[src/rtl/full_adder_1b.sv]
// full_adder_1b: 1-bit full adder with zero-latency sum/carry outputs, a registered
// result stage and saturating operation/carry statistics counters.
module full_adder_1b #(
    parameter int CNT_W = 8
) (
    input  logic             clk,
    input  logic             rst_n,
    input  logic             a,
    input  logic             b,
    input  logic             c_in,
    input  logic             en,
    input  logic             clr,
    output logic             s,
    output logic             c_out,
    output logic             s_q,
    output logic             c_out_q,
    output logic             valid_q,
    output logic [CNT_W-1:0] op_cnt,
    output logic [CNT_W-1:0] carry_cnt
);

    localparam logic [CNT_W-1:0] CNT_MAX = {CNT_W{1'b1}};
    localparam logic [CNT_W-1:0] CNT_ONE = CNT_W'(1);

    logic             w_s;
    logic             w_c;
    logic             r_s;
    logic             r_c;
    logic             r_valid;
    logic [CNT_W-1:0] r_op_cnt;
    logic [CNT_W-1:0] r_carry_cnt;

    // Pure gates with no clock or reset dependence so ripple chains see zero latency.
    assign w_s = a ^ b ^ c_in;
    assign w_c = (a & b) | (a & c_in) | (b & c_in);

    assign s         = w_s;
    assign c_out     = w_c;
    assign s_q       = r_s;
    assign c_out_q   = r_c;
    assign valid_q   = r_valid;
    assign op_cnt    = r_op_cnt;
    assign carry_cnt = r_carry_cnt;

    // NOTE: flops use non-blocking assignments so every register samples pre-edge values.
    always_ff @(posedge clk or negedge rst_n) begin
        if (!rst_n) begin
            r_s     <= 1'b0;
            r_c     <= 1'b0;
            r_valid <= 1'b0;
        end else if (en) begin
            r_s     <= w_s;
            r_c     <= w_c;
            r_valid <= 1'b1;
        end else begin
            r_valid <= 1'b0;
        end
    end

    // clr wins over en; each counter sticks at all-ones independently.
    always_ff @(posedge clk or negedge rst_n) begin
        if (!rst_n) begin
            r_op_cnt    <= '0;
            r_carry_cnt <= '0;
        end else if (clr) begin
            r_op_cnt    <= '0;
            r_carry_cnt <= '0;
        end else if (en) begin
            if (r_op_cnt != CNT_MAX) begin
                r_op_cnt <= r_op_cnt + CNT_ONE;
            end
            if (w_c && (r_carry_cnt != CNT_MAX)) begin
                r_carry_cnt <= r_carry_cnt + CNT_ONE;
            end
        end
    end

endmodule

[config.mk]
export PLATFORM = sky130hd
export DESIGN_NAME = full_adder_1b
export DESIGN_NICKNAME = d
export VERILOG_FILES = /design/src/rtl/full_adder_1b.sv
export SDC_FILE = /design/constraint.sdc
export NUM_CORES = 1
export LEC_CHECK = 0
export CAP_MARGIN = 20
export CORE_ASPECT_RATIO = 0.6
export CORE_MARGIN = 1.5
export CORE_UTILIZATION = 30
export CTS_CLUSTER_DIAMETER = 50
export DETAILED_ROUTE_END_ITERATION = 12
export PLACE_DENSITY = 0.55
export REMOVE_ABC_BUFFERS = 1
export SYNTH_ARGS = -nofsm -noshare
export SYNTH_HDL_FRONTEND = slang
export SYNTH_SLANG_ARGS = --single-unit
[constraint.sdc]
create_clock -name clk -period 2.58 [get_ports clk]
set_input_delay 0.516 -clock clk [delete_from_list [all_inputs] [get_ports clk]]
set_output_delay 0.516 -clock clk [all_outputs]
set_load 0.01 [all_outputs]
# --- Yosys cells after proc, flatten, opt, wreduce, memory -nomap -nowiden ---
# Index checks and enable logic that the tools add are counted.
totals:
  out_inout_bits: 21
  elab_cells: 29
  register_bits: 19
op_classes:
  addsub: 2
  n_eq_ne: 2
  mux: 7
  n_reduce_logical: 6
  bitwise: 7
op_table:
  columns: ["cell", "count"]
  rows:
  - ["two-way mux 8 bit", 6]
  - ["adder 8 x 1 -> 8 bit (second input constant)", 2]
  - ["!= test 8 bit (second input constant)", 2]
  - ["nonzero test 2 bit", 3]
  - ["AND reduction 2 bit", 2]
  - ["AND 1 bit", 3]
  - ["OR 1 bit", 2]
  - ["bitwise XOR 1 bit", 2]
  - ["logical AND 1 bit", 1]
  - ["two-way mux 1 bit", 1]

# --- Logic depth before layout (Yosys ltp) ---
logic_depth:
  ltp_word: 7
  ltp_mapped: 4
  mapped_depth_nobuf: 4

# --- Worst setup path before layout ---
# OpenSTA, ideal clock, no wires.
synth_timing:
  path_type: "in2reg"
  startpoint: "in a"
  endpoint: "reg r_carry_cnt[7], in the netlist carry_cnt[7]"
  stages: 4
  path_buffers: 0
  setup_ns: 0.136
  t_arrival_ns: 1.538
  setup_slack_ns: 0.906
  cell_sequence: "fa_1 and4_1 a41oi_1 nor3_1"
synth_via:
  elab_chain_cells: 6
synth_lines:
  columns: ["element", "line", "rtl"]
  rows:
  - ["start, declared", "8", "input logic a,"]
  - ["AND 1 bit", "35", "assign w_c = (a & b) | (a & c_in) | (b & c_in);"]
  - ["OR 1 bit (*) (2 in a row)", "35", null]
  - ["logical AND 1 bit (*)", "72", "if (w_c && (r_carry_cnt != CNT_MAX)) begin"]
  - ["nonzero test 2 bit (no source line) (*)", null, null]
  - ["AND reduction 2 bit (no source line) (*)", null, null]
  - ["end signal, assigned", "73", "r_carry_cnt <= r_carry_cnt + CNT_ONE;"]
  - ["end, declared", "31", "logic [CNT_W-1:0] r_carry_cnt;"]
# Every way passes the cells marked *; elsewhere a longest branch is shown, timed or not.
# A chain may end at the register's enable or synchronous reset.

# --- Final worst setup path ---
layout_timing:
  startpoint: "in a"
  endpoint: "out c_out"
layout_via:
  elab_chain_cells: 3
layout_lines:
  columns: ["element", "line", "rtl"]
  rows:
  - ["AND 1 bit", "35", null]
  - ["OR 1 bit (*) (2 in a row)", "35", null]
  - ["end, declared", "14", "output logic c_out,"]
# Marks and branches as above.

==> results.py <==
metrics = {
    "logic_synthesis": {
        "yosysWarnings": 0,
        "synth-edff-count": 0,
        "ys_types": 35,
        "postSynth.asyncResetShare_pct": 100,
        "synth_seq_area_share_pct": 46.4,
        "synthCells": 101,
        "syn_area_per_cell_um2": 10.1,
        "synthFlopType": "dfrtp_1",
        "synth_common_cells": "19 x dfrtp_1, 8 x nor3_1, 6 x a21oi_1, 6 x nand2b_1",
        "ys_ff_latch": 19,
        "ys_top_cells_by_area": "dfrtp_1 46%, and4_1 4.3%, nor3_1 3.9%, nand2b_1 3.7%, mux2_1 3.3%",
        "yosys.area.top_type": "dfrtp_1",
        "synthesis.area_um2": 1020,
        "synth.most_common_cell": "dfrtp_1",
        "yosysTopAreaCellShare_pct": 46.4,
    },
    "timing": {
        "final.setup_skew_ns": 0.000640,
        "slew_violations": 0,
        "hold_viol": 0,
        "slew_headroom_pct": 58.3,
        "max_freq_mhz": 399,
        "period_share_pct": 97.1,
        "rsz0062_at_grt": "false",
        "setup_viol": 0,
        "period_minus_slack_ns": 2.50,
        "tightest_slew_ns": 0.623,
    },
    "route": {
        "finalWirelength_um": 2550,
        "postRouteAntennaNets": 0,
        "vias_per_cell": 5.14,
        "wire_per_inst_um": 14.5,
        "drt_iter0_markers": 73,
        "route.detailed.drc": 0,
        "via_count": 904,
        "dr.pass1.iters": 4,
    },
    "floorplan": {
        "coreArea_um2": 3260,
        "fp-row-count": 16,
        "start_util_pct": 31.4,
        "dieArea_um2": 3790,
        "die_width_um": 78.5,
        "io_pins": 28,
        "die_h_um": 48.3,
    },
    "global_routing": {
        "grt_overflow": 0,
        "grt_pass1_vias": 797,
        "grt_max_degree": 20,
        "grtUsageTotal_pct": 14.2,
        "grt_pass1_wl_um": 4000,
        "antenna_found_initial": 0,
    },
    "cts": {
        "cts_max_level": 1,
        "cts_buffer_depth": 2,
        "cts-root-buf": "clkbuf_8",
        "ctsHoldBuffers": 0,
        "numCtsBuffers": 3,
        "clk_pin_slew_worst_paths_ns": 0.07,
        "clock_sinks": 19,
        "cts_tree": "done",
        "clk_latency_ns": 0.25,
    },
    "critical_path": {
        "critPathMaxStageDelay_ns": 0.52,
        "start_kind": "input pin",
        "endpoint_kind": "output port",
        "cp_cell_sequence": "clkdlybuf4s50_1 > fa_1 > clkdlybuf4s50_1",
        "path_class": "in -> out",
        "path_common_cell": "clkdlybuf4s50_1",
        "slowest_stage": "fa_1",
        "cp_max_fo": 6,
        "crit_buf_inv": 2,
        "crit_arrival_ns": 1.99,
        "critPathRequiredTime_ns": 2.06,
        "crit_family": "buffers and inverters",
    },
    "power": {
        "pwr-share-comb_pct": 14.3,
        "powerDensity_nw_per_um2": 441,
        "switching_share_pct": 24.4,
        "p_int_uw": 466,
        "power_uw": 616,
        "clkPwrFrac_pct": 34.0,
        "p_leak_uw": 0.000557,
        "pwr-share-seq_pct": 51.7,
        "netSwitchingPower_uw": 150,
        "irDropWorstVdd_mv": 0.199,
    },
    "placed_design": {
        "portBuffers": 27,
        "dpl.cell_count": 172,
        "hpwl_um": 1910,
        "gp_congestion": 0.733,
    },
    "job": {
        "max_cap_violations": 0,
    },
    "finish": {
        "synthToLayoutAreaGrowth_pct": 36.4,
        "drive_gt1_share_pct": 6.11,
        "final_cells": 176,
        "num_antenna_cells": 0,
        "final_nets": 142,
    },
    "worst_hold_path": {
        "hold_path_class": "reg -> reg",
    },
    "run_status": {
        "outcome": "finished, final reports clean",
    },
}
## power groups by stage
stage	clock [uW]	sequential (uW)	combinational, uW
6_report	210	319	88.0
5_1_grt	230	320	96.3
4_1_cts	217	319	89.8
3_5_place_dp	0	324	91.4
3_3_place_gp	0	323	90.3
2_1_floorplan	0	328	26.1
## kinds of logic after synthesis
| family | count (synthesis) | share of synthesized area (%) |
|---|---|---|
| AOI/OAI and AO/OA | 22 | 14.0 |
| adders and majority gates | 3 | 4.40 |
| buffers and inverters | 8 | 3.42 |
| DFF | 19 | 46.4 |
| muxes | 5 | 5.25 |
| and+or+nand+nor | 44 | 26.5 |
## repair_timing
action                                  CTS  global route
resized for setup                         1             0
endpoints found under the setup margin    1             0
buffers inserted                          0             0
## placed cells by master (no fill, tap or decap), types with 2 or more instances in the layout
cell type / instances
nand2_1: 5
nand2b_1: 6
nor3_1: 8
a21oi_1: 6
nand3_1: 2
clkbuf_8: 3
inv_1: 4
and4_1: 5
dfrtp_1: 19
mux2i_1: 2
mux2_1: 3
a211oi_1: 4
nor2b_1: 4
and3_1: 3
nor2_1: 2
ha_1: 2
o21ai_1: 2
clkdlybuf4s50_1: 26
a31oi_1: 3
buf_4: 3
or3_1: 2
nand4_1: 2
## state kept, by name, indices dropped and copies added, names as in the netlist
name       flops
carry_cnt      8
c_out_q        1
valid_q        1
op_cnt         8
s_q            1
## per-layer routing
layer | wire length, um | global-route usage, %
met1 | 1300 | 20.2
met5 | 0 | 0
met3 | 131 | 3.36
met2 | 1120 | 21.7
met4 | 0 | 5.00
## final timing paths
| path | cells after the start | end | slack, ns | start |
|---|---|---|---|---|
| setup reg to reg | 4 | op_cnt[0] | 0.80 | op_cnt[0] |
| setup / recovery | 3 | c_out | 0.08 | a |
| max in group asynchronous | 2 | carry_cnt[2] | 1.78 | rst_n |
| hold / removal | 1 | s_q | 0.49 | s_q |
| min in group asynchronous | 2 | carry_cnt[4] | 0.59 | rst_n |
| hold reg to reg | 1 | s_q | 0.49 | s_q |
## stage by stage
stage | setup slack (ns) | cell area (um2) | hold slack, ns | TNS (ns) | utilization, %
after floorplan | 0.918 | 1000 | 0.220 | 0 | -
after global placement | 0.0190 | 1350 | 0.469 | 0 | 41.5
after detailed placement | -0.00448 | 1350 | 0.477 | -0.00448 | 41.5
after CTS | 0.0639 | 1400 | 0.494 | 0 | 42.8
after global routing | 0.0187 | 1400 | 0.513 | 0 | 42.8
final | 0.0759 | 1400 | 0.493 | 0 | 42.8
## area by class of cell
class / count / area (um2)
Timing Repair Buffer: 30 / 292
Sequential cell: 19 / 475
Tap cell: 45 / 56.3
Clock buffer: 4 / 45.0
Multi-Input combinational cell: 74 / 514
Inverter: 4 / 15.0
Fill cell: 303 / 1870
Note: power is estimated with default switching activity, not from simulation.
==> patch (same flow settings) <==
Register the outputs `s` and `c_out`, without a reset; this adds one clock of latency there. The other outputs are not delayed to match.
--- a/src/rtl/full_adder_1b.sv
+++ b/src/rtl/full_adder_1b.sv
@@ -35,6 +35,8 @@
     assign w_c = (a & b) | (a & c_in) | (b & c_in);
 
-    assign s         = w_s;
-    assign c_out     = w_c;
+    always_ff @(posedge clk) begin
+        s     <= w_s;
+        c_out <= w_c;
+    end
     assign s_q       = r_s;
     assign c_out_q   = r_c;
Check against the original RTL: not equivalent (a bounded check fails within 4 cycles, from zero or initial values and one cycle with rst_n low).
==> patch against the unedited design <==
Synthesized area increased by 3.9%; sequential cell count increased by 2; power increased by 7.8%; worst setup slack improved by 0.62 ns; global-route usage increased by 0.22 points; hold slack got worse by 0.0049 ns; routed wire length decreased by 0.20%; design area increased by 3.0%; via count increased by 1.5%; clock skew increased by 0.0043 ns.
==> patch: results (changes against the unedited design) <==
[grt]
met3_usage_pct=5.05  ; was 3.36%
met2_usage_pct=19.6  ; was 21.7%
met1_usage_pct=21.7  ; was 20.2%
grt_pass1_vias=861  ; was 797
track_usage_pct=14.5  ; was 14.2%
grt_pass1_wl_um=4290  ; was 4000 um
grt_max_degree=20  ; unchanged

[final_layout]
final_net_count=144  ; was 142
drive_gt1_share_pct=6.77  ; was 6.11%
fillers=330  ; was 303

[yosys]
synth.area.top_cells=dfrtp_1 45%, and4_1 4.1%, dfxtp_1 3.8%  ; was dfrtp_1 46%, and4_1 4.3%, nor3_1 3.9%
async_reset_ff_share_pct=90.5  ; was 100%
yosysSeqAreaShare_pct=48.4  ; was 46.4%
synth_cell_type_count=36  ; was 35

[worst_hold_path]
hp-class=flip-flop to flip-flop  ; unchanged

[sta]
fin_tns_setup_ns=0  ; unchanged
fin_skew_ns=0.00496  ; was 0.000640 ns
tightest_slew_ns=0.474  ; was 0.623 ns

[clock_network]
clock_latency_ns=0.26
clockBufferDepth=2  ; unchanged
root_buffer=clkbuf_8  ; unchanged
cts_resized=0  ; was 1
cts_setup_buffers=0  ; unchanged

[power]
p_leak_nw=0.575  ; was 0.557 nW
irDropWorstVdd_v=0.000239  ; was 0.000199 V
p_sw_w=0.000164  ; was 0.000150 W

[placed_design]
io_buffers=27  ; unchanged
place_area_mm2=0.00139  ; was 0.00135 mm^2
dp_hpwl_um=1880  ; was 1910 um
gp_congestion=0.747  ; was 0.733

[drt]
met1_length_um=1340  ; was 1300 um
top_layer_used=met4  ; was met3
drt_iter0_markers=66  ; was 73
drtPass1Iterations=4  ; unchanged
wl_per_cell_um=14.3  ; was 14.5 um
dr_total_vias=918  ; was 904
met3_length_um=106  ; was 131 um
dr_wl_met2_um=1080  ; was 1120 um

[worst_setup_path]
cp_slowest_stage_delay_ns=0.53
crit_family=adder cells  ; was buffers and inverters
slowest_stage=fa_1  ; unchanged
crit_path_max_fanout=6  ; unchanged
cp.arrival_ns=2.04  ; was 1.99 ns

[status]
status=completed  ; unchanged

patch: changes by cell type after synthesis:
| cell | before | now |
|---|---|---|
| dfxtp_1 | 0 | 2 |
patch: final timing paths:
check,from,slack [ns],to,cells past startpoint
max reg2reg,op_cnt[0],0.86,op_cnt[0],4
min,s_q,0.49,s_q,1
min in group asynchronous,rst_n,0.58,carry_cnt[5],2
max,a,0.70,carry_cnt[7],5
min reg2reg,s_q,0.49,s_q,1
max in group asynchronous,rst_n,1.79,c_out_q,2
patch: metrics by stage:
stage / setup WS, ns / instances / utilization (%)
3_5_place_dp: 0.394 / 174 / 41.9
4_1_cts: 0.686 / 178 / 43.3
5_1_grt: 0.603 / 178 / 43.3
2_1_floorplan: 0.982 / 99 / -
6_report: 0.700 / 178 / 43.3
3_3_place_gp: 0.429 / 174 / 41.9
patch: cells by family (layout without fill, tap and decap cells):
| group | after synthesis | after routing | share of synthesized area [%] |
|---|---|---|---|
| simple gates | 44 | 44 | 25.5 |
| flops | 21 | 21 | 48.4 |
| buf+inv | 8 | 38 | 3.29 |
| compound gates | 22 | 22 | 13.5 |
| mux | 5 | 5 | 5.05 |
| fa+ha+maj | 3 | 3 | 4.23 |
patch: final cells by class:
cell class,instances,area share [%]
flip-flops and latches,21,35.8
multi-input cells,74,35.7
repair buffers,30,20.3
inverters,4,1.04
clock buffers,3,2.87
clock inverters,1,0.348
well taps,45,3.91
patch: power by group through the flow:
stage                     Clock (W)  Combinational [W]  Sequential, W
after floorplan                   0          0.0000227       0.000366
after global placement            0          0.0000903       0.000360
after detailed placement          0          0.0000921       0.000361
after CTS                  0.000226          0.0000925       0.000354
after global routing       0.000247          0.0000999       0.000356
final                      0.000219          0.0000907       0.000354
